<file path="src/rtl/uart_rx_deserializer.sv">
// UART receiver: 2-flop sync, 16x oversampled start detect, LSB-first shift, parity/stop check.
// Byte is written 1 Clk after the stop-bit centre; FULL at that instant drops the byte as an overrun.
module uart_rx_deserializer #(
  parameter int BAUD_DIV   = 27,
  parameter int DATA_BITS  = 8,
  parameter int PARITY_EN  = 0,
  parameter int PARITY_ODD = 0
) (
  input  logic       Clk,
  input  logic       Rst_n,
  input  logic       EN,
  input  logic       RxD,
  input  logic       FULL,
  output logic [7:0] dataOut,
  output logic       WR,
  output logic       BUSY,
  output logic       FERR,
  output logic       PERR,
  output logic       OVERRUN
);

  localparam int CW = (BAUD_DIV > 1) ? $clog2(BAUD_DIV) : 1;
  localparam logic [CW-1:0] BAUD_TC  = CW'(BAUD_DIV - 1);
  localparam logic [2:0]    LAST_BIT = 3'(DATA_BITS - 1);
  localparam logic          ODD      = (PARITY_ODD != 0);

  typedef enum logic [2:0] {IDLE, START, DATA, PARITY, STOP} state_t;

  state_t                 state_q, state_d;
  logic                   rx_m_q, rx_m_d;
  logic                   rx_s_q, rx_s_d;
  logic                   rx_d_q, rx_d_d;
  logic [2:0]             settle_q, settle_d;
  logic [CW-1:0]          baud_cnt_q, baud_cnt_d;
  logic [3:0]             os_cnt_q, os_cnt_d;
  logic [2:0]             bit_cnt_q, bit_cnt_d;
  logic [DATA_BITS-1:0]   shift_q, shift_d;
  logic                   perr_latch_q, perr_latch_d;
  logic [7:0]             data_out_q, data_out_d;
  logic                   wr_q, wr_d;
  logic                   busy_q, busy_d;
  logic                   ferr_q, ferr_d;
  logic                   perr_q, perr_d;
  logic                   ovr_q, ovr_d;

  logic tick, sample, fall;

  always_comb begin
    rx_m_d       = RxD;
    rx_s_d       = rx_m_q;
    rx_d_d       = rx_s_q;
    settle_d     = {settle_q[1:0], 1'b1};
    state_d      = state_q;
    bit_cnt_d    = bit_cnt_q;
    shift_d      = shift_q;
    perr_latch_d = perr_latch_q;
    data_out_d   = data_out_q;
    wr_d         = 1'b0;
    ferr_d       = 1'b0;
    perr_d       = 1'b0;
    ovr_d        = 1'b0;

    tick       = (baud_cnt_q == BAUD_TC);
    baud_cnt_d = tick ? '0 : baud_cnt_q + 1'b1;
    os_cnt_d   = tick ? os_cnt_q + 4'd1 : os_cnt_q;
    sample     = tick && (os_cnt_q == 4'd7);
    // The synchroniser powers up at 1, so edges are ignored until it holds real line samples.
    fall       = settle_q[2] && rx_d_q && !rx_s_q;

    if (!EN) begin
      state_d = IDLE;
    end else begin
      case (state_q)
        IDLE: if (fall) begin
          state_d    = START;
          baud_cnt_d = '0;
          os_cnt_d   = 4'd0;
        end
        START: if (sample) begin
          if (!rx_s_q) begin
            state_d      = DATA;
            bit_cnt_d    = 3'd0;
            perr_latch_d = 1'b0;
          end else begin
            state_d = IDLE;
          end
        end
        DATA: if (sample) begin
          shift_d   = {rx_s_q, shift_q[DATA_BITS-1:1]};
          bit_cnt_d = bit_cnt_q + 3'd1;
          if (bit_cnt_q == LAST_BIT) state_d = (PARITY_EN != 0) ? PARITY : STOP;
        end
        PARITY: if (sample) begin
          perr_latch_d = rx_s_q ^ (^shift_q) ^ ODD;
          state_d      = STOP;
        end
        STOP: if (sample) begin
          // Leave half a bit early so a back-to-back start edge is not missed.
          state_d = IDLE;
          if (!rx_s_q)          ferr_d = 1'b1;
          else if (perr_latch_q) perr_d = 1'b1;
          else if (FULL)         ovr_d  = 1'b1;
          else begin
            wr_d       = 1'b1;
            data_out_d = 8'(shift_q);
          end
        end
        default: state_d = IDLE;
      endcase
    end

    busy_d = (state_d != IDLE);
  end

  always_ff @(posedge Clk or negedge Rst_n) begin
    if (!Rst_n) begin
      state_q      <= IDLE;
      rx_m_q       <= 1'b1;
      rx_s_q       <= 1'b1;
      rx_d_q       <= 1'b1;
      settle_q     <= 3'b000;
      baud_cnt_q   <= '0;
      os_cnt_q     <= 4'd0;
      bit_cnt_q    <= 3'd0;
      shift_q      <= '0;
      perr_latch_q <= 1'b0;
      data_out_q   <= 8'h00;
      wr_q         <= 1'b0;
      busy_q       <= 1'b0;
      ferr_q       <= 1'b0;
      perr_q       <= 1'b0;
      ovr_q        <= 1'b0;
    end else begin
      state_q      <= state_d;
      rx_m_q       <= rx_m_d;
      rx_s_q       <= rx_s_d;
      rx_d_q       <= rx_d_d;
      settle_q     <= settle_d;
      baud_cnt_q   <= baud_cnt_d;
      os_cnt_q     <= os_cnt_d;
      bit_cnt_q    <= bit_cnt_d;
      shift_q      <= shift_d;
      perr_latch_q <= perr_latch_d;
      data_out_q   <= data_out_d;
      wr_q         <= wr_d;
      busy_q       <= busy_d;
      ferr_q       <= ferr_d;
      perr_q       <= perr_d;
      ovr_q        <= ovr_d;
    end
  end

  assign dataOut = data_out_q;
  assign WR      = wr_q;
  assign BUSY    = busy_q;
  assign FERR    = ferr_q;
  assign PERR    = perr_q;
  assign OVERRUN = ovr_q;

endmodule

</file>
<file path="config.mk">
export PLATFORM = sky130hd
export DESIGN_NAME = uart_rx_deserializer
export DESIGN_NICKNAME = d
export VERILOG_FILES = /design/src/rtl/uart_rx_deserializer.sv
export SDC_FILE = /design/constraint.sdc
export NUM_CORES = 1
export LEC_CHECK = 0
export CAP_MARGIN = 20
export CELL_PAD_IN_SITES_DETAIL_PLACEMENT = 1
export CELL_PAD_IN_SITES_GLOBAL_PLACEMENT = 2
export CORE_MARGIN = 4
export CORE_UTILIZATION = 42
export CTS_CLUSTER_DIAMETER = 150
export DETAILED_ROUTE_END_ITERATION = 16
export PLACE_DENSITY = 0.91
export SLEW_MARGIN = 10
export SYNTH_ARGS = -nofsm -noshare
export SYNTH_HDL_FRONTEND = slang
export SYNTH_SLANG_ARGS = --single-unit
export TNS_END_PERCENT = 20
</file>
<file path="constraint.sdc">
create_clock -name Clk -period 5.5 [get_ports Clk]
set_clock_uncertainty 0.2 [all_clocks]
set_input_delay 1.1 -clock Clk [delete_from_list [all_inputs] [get_ports Clk]]
set_output_delay 1.1 -clock Clk [all_outputs]
set_load 0.01 [all_outputs]
</file>
Word-level counts from Yosys, hierarchy flattened
Cells that the tools add are included.
{"block": "op_classes", "eq_ne": 11, "n_addsub": 3, "n_reduce_logical": 13, "mux": 46, "n_bitwise": 3}
{"op": "$mux 3", "count": 10}
{"op": "$mux 1", "count": 24}
{"op": "$mux 5", "count": 4}
{"op": "$mux 4", "count": 4}
{"op": "$pmux 3 s5", "count": 1}
{"op": "$reduce_and 5->1", "count": 2}
{"op": "$ne 2x2->1 const B", "count": 4}
{"op": "$reduce_xor 8->1", "count": 1}
{"op": "$eq 3x2->1 const B", "count": 2}
{"op": "$eq 3x3->1 const B", "count": 2}
{"op": "$pmux 3 s2", "count": 1}
{"op": "$reduce_and 6->1", "count": 1}
{"op": "$add 5x1->5 const B", "count": 1}
{"op": "$eq 5x5->1 const B", "count": 1}
{"op": "$add 4x1->4 const B", "count": 1}
{"op": "$eq 4x3->1 const B", "count": 1}
{"op": "$reduce_bool 2->1", "count": 2}
{"op": "$add 3x1->3 const B", "count": 1}
{"op": "$eq 3x1->1 const B", "count": 1}
{"op": "$logic_and 1x1->1", "count": 3}
{"op": "$logic_not 3->1", "count": 1}
{"op": "$reduce_and 3->1", "count": 1}
{"op": "$reduce_bool 3->1", "count": 1}
{"op": "$mux 2", "count": 1}
{"op": "4 further kinds", "count": 5}
{"block": "totals", "in_bits": 5, "output_inout_bits": 13, "elab_cells": 92, "register_bits": 43}

Longest topological paths before layout
Gate-level depths: netlist of the first run.
{"block": "logic_depth", "ltp_word": 6, "depth_mapped": 8, "mapped_depth_nobuf": 6}

Least setup slack after synthesis of the first run
OpenSTA, ideal clock, no wires.
{"block": "synth_timing", "kind": "input -> register", "startpoint": "input EN", "endpoint": "register shift_q[0]", "required_time_ns": 5.175, "path_buffers": 1, "setup_time_ns": 0.125, "t_arrival_ns": 2.064, "path_stages": 5, "path_slack_ns": 3.111, "cell_sequence": "nor2b_1 and4_4 nor2b_4 buf_6 mux2_4"}
{"block": "synth_via", "elab_chain_len": 1}
{"element": "start: declaration", "line": "11", "source": "input logic EN,"}
{"element": "$reduce_and 3->1 (no source line)"}
{"element": "end signal: assignment", "line": "142", "source": "shift_q <= shift_d;"}
{"element": "end: declaration", "line": "37", "source": "logic [DATA_BITS-1:0] shift_q, shift_d;"}
No other way between the ends.
A chain may end at the register's enable or synchronous reset.

Worst setup path after layout of the first run
{"block": "layout_timing", "startpoint": "input EN", "endpoint": "register shift_q[3]"}
The elaborated chain is that of the path after synthesis.

==> results of run 1 <==
-- placed cells by master, fill, tap and decap left out, types with 2 or more instances in the layout --
cell | netlist | layout
clkdlybuf4s50_1 | 0 | 16
clkbuf_8 | 0 | 7
inv_1 | 4 | 4
and4b_1 | 2 | 2
and3_1 | 3 | 3
nand2b_1 | 2 | 2
o21ai_0 | 3 | 3
mux2_4 | 8 | 8
dfrtp_1 | 40 | 40
nor2_1 | 18 | 18
mux2_2 | 8 | 8
a221oi_1 | 3 | 3
xor2_1 | 4 | 4
nand2_1 | 7 | 7
ha_1 | 5 | 5
a21oi_1 | 2 | 2
dfstp_2 | 3 | 3
nor2b_1 | 3 | 3
nor4_1 | 2 | 2
xnor2_1 | 8 | 8
nand4_1 | 5 | 5
nand3_1 | 2 | 2
-- worst min-delay path by stage --
| stage | depth (start not counted) | endpoint | from | slack [ns] |
|---|---|---|---|---|
| after global placement | 0 | settle_q[1] | settle_q[0] | 0.13 |
| after CTS | 0 | rx_d_d | rx_m_q | 0.16 |
| after floorplan | 0 | settle_q[1] | settle_q[0] | 0.13 |
| final | 0 | settle_q[1] | settle_q[0] | 0.16 |
| after detailed placement | 0 | settle_q[2] | settle_q[1] | 0.15 |
| after global routing | 0 | rx_d_d | rx_m_q | 0.16 |
-- flip-flops by register name, indices dropped and copies added, names as in the netlist --
register      cells
bit_cnt_q         3
PERR              1
rx_m_q            1
state_q           3
os_cnt_q          4
FERR              1
baud_cnt_q        5
WR                1
rx_d_q            1
shift_q           8
settle_q          3
perr_latch_q      1
dataOut           8
rx_d_d            1
BUSY              1
OVERRUN           1
-- layout make-up --
type                    instances  area, um^2
clock buffers                   7       96.34
clock inverters                 1       7.507
fillers                       456        2163
inverters                       4       15.01
multi-input cells             104       822.0
flip-flops and latches         43        1080
well taps                      52       65.06
repair buffers                 17       165.2
-- kinds of logic (layout without fill, tap and decap cells) --
family,count (synthesis),in the layout,share of synthesized area [%]
buffers and inverters,9,29,2.501
and+or+nand+nor,55,55,16.10
adders and majority gates,5,5,3.207
DFF,43,43,55.36
muxes,16,16,10.78
xor gates and xnor gates,13,13,6.543
AOI/OAI and AO/OA,14,14,5.324
other,1,1,0.1922
-- stage by stage --
stage | hold slack, ns | utilization (%) | setup WS (ns)
after detailed placement | 0.1451 | 48.64 | 2.289
after global routing | 0.1643 | 50.99 | 2.494
after floorplan | 0.1312 | - | 3.111
after CTS | 0.1620 | 50.99 | 2.573
final | 0.1573 | 50.99 | 2.578
after global placement | 0.1331 | 48.64 | 2.331
-- power groups by stage --
stage / logic (W) / clock network [W] / registers (W)
floorplan: 0.0000611 / 0 / 0.000377
global placement: 0.0000753 / 0 / 0.000381
detailed placement: 0.0000832 / 0 / 0.000387
CTS: 0.0000836 / 0.000228 / 0.000381
global route: 0.0000957 / 0.000246 / 0.000386
finish: 0.0000805 / 0.000221 / 0.000380
-- metal layers --
| layer | vias to the layer above | part of all wire, % |
|---|---|---|
| met2 | 16 | 53 |
| met3 | 6 | 2.3 |
| met4 | 0 | 1.2 |
| li1 | 580 | - |
| met5 | - | 0 |
| met1 | 655 | 44 |
-- critical path: stages --
cell and delay [ns]:
clkdlybuf4s50_1 0.61, nor2b_1 0.22, and4_4 0.27, nor2b_4 0.35, mux2_4 0.34
==> impl_metrics.toml, run 1 <==
[global_routing]
busiest_layer = "met2"
antenna_found_initial = 0
overflow = 0
grt_pass1_wl_mm = 6.865
grt_pass1_vias = 1369
grt_max_degree = 44
grt_use_total_pct = 14.54
met2_usage_pct = 23.89
grtUsageMet1_pct = 18.72
gr-usage-met3_pct = 2.955

[final_layout]
postLayoutCellArea_um2 = 2251
instances_no_fill = 228
drive_above_1_share_pct = 18.18
n_antenna_cell = 0
num-nets-final = 185
area_delta_synth_final_pct = 15.39

[floorplanning]
initial_core_util_pct = 44.19
io_pins = 18
die_h_um = 76.15
die_width_um = 76.15
core_area_um2 = 4414
row_count = 24
die_area_um2 = 5799

[clock_network]
cts_htree_levels = 2
clkTransAtPathRegs_ns = 0.08
postCtsHoldBufs = 0
numCtsBuffers = 5
cts_tree = "built"
cts_sinks = 43
clock_latency_ns = 0.29
cts-root-buf = "clkbuf_8"
post-cts-setup-buffers = 0
cts_resized = 0
clockBufferDepth = 2

[logic_synthesis]
synthArstFlopShare_pct = 100.0
ys_warn_count = 0
yosys.cell_types.count = 41
syn-cell-area_um2 = 1951
ys_top_cells_by_area = "dfrtp_1 (51%), mux2_4 (6.2%), mux2_2 (4.6%)"
syn_avg_cell_area_um2 = 12.50
synthCells = 156
synth_top_flop_cell = "dfrtp_1"
synth_nets = 166
synth_top_area_share_pct = 51.31
synth_most_common_cell = "dfrtp_1"
yosys.area.top_type = "dfrtp_1"
synth_seq_cells = 43
ys_seq_area_share_pct = 55.36
synth_common_cells = "dfrtp_1 (40), nor2_1 (18), mux2_2 (8), mux2_4 (8), xnor2_1 (8)"
synth-edff-count = 0

[worst_hold_path]
hold_class = "reg2reg"

[pwr]
p_clk_share_pct = 32.5
switchingPower_w = 0.0001808
p_leak_nw = 1.034
powerDensity_nw_per_um2 = 303.0
p_total_w = 0.0006820
seqPwrFrac_pct = 55.7
p_int_w = 0.0005012
p_comb_share_pct = 11.8
p_sw_share_pct = 26.51
ir_worst_vdd_mv = 0.2067

[drt]
drcViolationCount = 0
ant_nets = 0
drtIter0Drc = 63
totalWireLength_mm = 3.966
viasPerCell = 5.513
dr_total_vias = 1257
routedWlPerCell_um = 17.39
dr.pass1.iters = 4

[critical_path]
cp_max_fo = 8
cp-end-kind = "register"
crit_required_ns = 5.48
worstSetupEndpoint = "shift_q[3]"
startpoint_type = "primary input"
crit_type = "in2reg"
timing.rr.start = "baud_cnt_q[0]"
reg2regPathDepth = 6
ff2ff_setup_slack_ns = 3.11
arrival_ns = 2.90
crit_path_start = "EN"
r2r-end = "shift_q[3]"

[timing]
slew-limit-headroom_pct = 37.51
min_period_ns = 2.922
setup_tns_ns = 0
rsz0062_at_grt = "false"
fin_crit_sh_pct = 53.13
setup_viol = 0
final-hold-violation-count = 0
worstMarginPinSlew_ns = 0.9374
max_freq_mhz = 342.2
drv_slew = 0

[place]
hpwl_mm = 2.809
port_buffers = 17
place_area_um2 = 2147
placed_cells = 220
place.gp.congestion = 0.7953

[run]
timing.max_cap.violations = 0

[run_status]
outcome = "finished clean"
Note: power is estimated with default switching activity, not from simulation.
==> run 2, diff against run 1 <==
Settings changed: CORE_UTILIZATION 42 to 39, PLACE_DENSITY 0.91 to 0.86.
Clock period 5.5 ns to 2.7 ns, I/O delays scaled along.
==> run 2 against run 1 <==
- total power increased by 100%
- sequential share of layout area decreased by 0.37 points
- largest cell class unchanged
- largest power group unchanged
- sequential power increased by 100%
- die area increased by 6.9%
==> impl_metrics.toml, run 2 (synthesized netlist as in run 1, its figures left out) <==
[run_status]
outcome = "finished clean"

[timing]
final-hold-violation-count = 0
drv_slew = 0
fin_crit_sh_pct = 90.18
worstMarginPinSlew_ns = 0.9279
setup_viol = 0
rsz0062_at_grt = "false"
setup_tns_ns = 0
max_freq_mhz = 410.7
slew-limit-headroom_pct = 38.14
min_period_ns = 2.435

[pwr]
powerDensity_nw_per_um2 = 607.0
p_total_w = 0.001377
ir_worst_vdd_mv = 0.4951
p_leak_nw = 1.038

[global_routing]
grt_max_degree = 44
overflow = 0
grt_pass1_wl_mm = 7.065
grt_use_total_pct = 14.84
antenna_found_initial = 0
grt_pass1_vias = 1360

[floorplanning]
die_h_um = 78.72
initial_core_util_pct = 40.76
row_count = 25
die_width_um = 78.72
io_pins = 18
core_area_um2 = 4786
die_area_um2 = 6197

[run]
timing.max_cap.violations = 0

[final_layout]
instances_no_fill = 244
seqCellArea_um2 = 1080
num-nets-final = 186
final_common_cell = "dfrtp_1"
postLayoutCellArea_um2 = 2268
area_delta_synth_final_pct = 16.29
n_antenna_cell = 0
multi_input_area_um2 = 822.0
fillers = 500
final_cell_mix = "dfrtp_1 (40), nor2_1 (18), clkdlybuf4s50_1 (16)"
drive_above_1_share_pct = 18.64

[critical_path]
startpoint_type = "register"
critPathTopFamily = "simple AND/OR/NAND/NOR gates"
cp_max_fo = 8
crit_required_ns = 2.68
critical_path.max_stage_delay_ns = 0.44
cp-end-kind = "register"
crit_type = "reg2reg"
cp_slowest_cell = "and4b_1"
arrival_ns = 2.41
worstPathCellList = "inv_1 -> ha_1 -> and4b_1 -> and4_4 -> nor2b_4 -> mux2_4"
worst-path-buf-inv = 1

[drt]
routed-wl-met2_mm = 2.187
drtIter0Drc = 65
dr_total_vias = 1236
ant_nets = 0
viasPerCell = 5.066
routedWlPerCell_um = 16.52
route.met3.wl_um = 84
dr.pass1.iters = 4
route.top_layer_used = "met4"
drt-met1-wl_mm = 1.734
totalWireLength_mm = 4.031
drcViolationCount = 0

[place]
port_buffers = 17
place_area_um2 = 2173
hpwl_mm = 2.926
place.gp.congestion = 0.7643
placed_cells = 236

[clock_network]
postCtsHoldBufs = 0
clockBufferDepth = 2
clkTransAtPathRegs_ns = 0.09
numCtsBuffers = 5
cts_htree_levels = 2
cts_tree = "built"
cts-root-buf = "clkbuf_8"
post-cts-setup-buffers = 0
cts_sinks = 43
clock_latency_ns = 0.30
cts_resized = 0

[worst_hold_path]
hold_class = "reg2reg"
run 2: cell types whose count changed in the layout (fill, tap and decap cells not counted):
cell        change
clkinvlp_4      -1
inv_6           +2
buf_4           +1
clkbuf_8        -2
clkinv_4        +1
run 2: power by group:
group	total (W)	internal, W	leakage (nW)	switching, W
clock	0.000435	0.000190	0.0491	0.000244
sequential	0.000772	0.000709	0.572	0.0000635
combinational	0.000170	0.0000796	0.417	0.0000901
total	0.00138	0.000979	1.04	0.000398
run 2: path summary, 6_finish.rpt:
kind,from,end,slack (ns),cells after the start
worst min-delay path,settle_q[1],settle_q[2],0.16,0
worst max-delay path,baud_cnt_q[0],shift_q[1],0.27,6
worst max register to register,baud_cnt_q[0],shift_q[1],0.27,6
max in group asynchronous,Rst_n,BUSY,1.55,1
worst min register to register,settle_q[1],settle_q[2],0.16,0
min in group asynchronous,Rst_n,dataOut[6],0.17,1
run 2: per-stage QoR:
step           utilization [%]  hold WS (ns)  setup WS [ns]
6_report                 47.40        0.1564         0.2652
5_1_grt                  47.40        0.1720         0.1270
4_1_cts                  47.40        0.1589         0.2674
3_5_place_dp             45.41        0.1370         0.1952
3_3_place_gp             45.41        0.1380         0.2431
2_1_floorplan                -       0.04441         0.6579
run 2: per-layer routing:
layer  global-route usage, %  up-vias
met5                       0        -
met1                   18.22      642
met4                   3.147        0
met2                   26.74       11
li1                        -      579
met3                   3.175        4
run 2: layout make-up:
| cell class | count | area share, % |
|---|---|---|
| Clock inverter | 3 | 1.158 |
| Inverter | 4 | 0.6619 |
| Multi-Input combinational cell | 104 | 36.24 |
| Tap cell | 67 | 3.696 |
| Clock buffer | 5 | 3.034 |
| Sequential cell | 43 | 47.60 |
| Timing Repair Buffer | 18 | 7.612 |
==> run 3, diff against run 2 <==
Settings changed: CORE_MARGIN 4 to 2.
==> run 3 against run 2 <==
- total power down 3.3%
- highest routed layer unchanged
- critical endpoint is now shift_q[7]
- critical path depth unchanged
- clock power down 8.5%
==> impl_metrics.toml, run 3 (synthesized netlist as in run 1, its figures left out) <==
[global_routing]
antenna_found_initial = 0
grt_max_degree = 44
grt_pass1_vias = 1284
grt_use_total_pct = 14.90
overflow = 0
grt_pass1_wl_mm = 6.223

[pwr]
p_total_w = 0.001332
ir_worst_vdd_mv = 0.4304
powerDensity_nw_per_um2 = 589.7
p_leak_nw = 1.030

[final_layout]
postLayoutCellArea_um2 = 2258
final_common_cell = "dfrtp_1"
utilization_pct = 47.19
final_cell_mix = "dfrtp_1 (40), nor2_1 (18), clkdlybuf4s50_1 (16)"
n_antenna_cell = 0
drive_above_1_share_pct = 18.08
num-nets-final = 186
area_delta_synth_final_pct = 15.78

[critical_path]
crit_type = "reg2reg"
reg2regPathDepth = 6
startpoint_type = "register"
cp-end-kind = "register"
critical_path.max_stage_delay_ns = 0.42
worstPathCellList = "inv_1 -> ha_1 -> and4b_1 -> and4_4 -> nor2b_4 -> mux2_4"
cp_slowest_cell = "and4b_1"
cp_max_fo = 8
arrival_ns = 2.35
crit_required_ns = 2.68

[timing]
min_period_ns = 2.370
drv_slew = 0
hold_ws_ns = 0.1577
rsz0062_at_grt = "false"
worstMarginPinSlew_ns = 0.9424
slew-limit-headroom_pct = 37.18
setup_tns_ns = 0
max_freq_mhz = 422.0
final-hold-violation-count = 0
setup_viol = 0
fin_crit_sh_pct = 87.77

[floorplanning]
die_width_um = 74.72
core_area_um2 = 4786
io_pins = 18
die_h_um = 74.72
row_count = 25
die_area_um2 = 5583
initial_core_util_pct = 40.76

[place]
port_buffers = 17
place.gp.congestion = 0.6697
hpwl_mm = 2.604
place_area_um2 = 2173

[run_status]
outcome = "finished clean"

[worst_hold_path]
whs_path_depth = 0
hold_class = "reg2reg"

[drt]
dr.pass1.iters = 4
viasPerCell = 5.119
drcViolationCount = 0
dr_total_vias = 1249
drtIter0Drc = 42
routedWlPerCell_um = 14.91
ant_nets = 0
totalWireLength_mm = 3.639

[run]
timing.max_cap.violations = 0

[clock_network]
numCtsBuffers = 5
clkTransAtPathRegs_ns = 0.08
clock_latency_ns = 0.29
cts-root-buf = "clkbuf_8"
cts_sinks = 43
cts_htree_levels = 2
postCtsHoldBufs = 0
post-cts-setup-buffers = 0
cts_tree = "built"
clockBufferDepth = 2
cts_resized = 0
[run 3: area by class of cell]
type	instances	area [um^2]
Multi-Input combinational cell	104	822.0
Inverter	4	15.01
Clock inverter	2	12.51
Tap cell	67	83.83
Timing Repair Buffer	18	172.7
Fill cell	507	2527
Clock buffer	6	72.57
Sequential cell	43	1080
[run 3: routing by layer]
metal | vias to the layer above | track usage, % | share of wire, % | wire length, um
met5 | - | 0 | 0 | 0
met4 | 0 | 5.952 | 1.7 | 61
met3 | 6 | 3.614 | 2.7 | 100
met2 | 17 | 24.78 | 50 | 1819
met1 | 647 | 18.79 | 46 | 1657
li1 | 579 | - | - | -
[run 3: path summary, 6_finish.rpt]
kind                                    start      endpoint  slack, ns
worst max-delay path            baud_cnt_q[0]    shift_q[7]       0.33
worst min-delay path              settle_q[0]   settle_q[1]       0.16
worst max register to register  baud_cnt_q[0]    shift_q[7]       0.33
worst min register to register    settle_q[0]   settle_q[1]       0.16
max in group asynchronous               Rst_n  perr_latch_q       1.53
min in group asynchronous               Rst_n    dataOut[7]       0.18
[run 3: metrics by stage]
stage               setup slack [ns]  std cells
floorplan                     0.6579        156
global placement              0.2478        236
detailed placement            0.2230        236
CTS                           0.3214        244
global route                  0.1750        244
finish                        0.3301        244
[run 3: report_power, final]
group          switching (W)  leakage (nW)  internal (W)  total (W)
sequential         0.0000621         0.572      0.000709   0.000771
combinational      0.0000838         0.417     0.0000795   0.000163
clock               0.000217        0.0412      0.000181   0.000398
[run 3: worst max-delay path, delay by kind of cell, from the launching register on]
family	cells	cell delay, ns
fa+ha+maj	1	0.16
buf+inv	1	0.07
flops	1	0.41
mux	1	0.33
simple gates	3	1.08
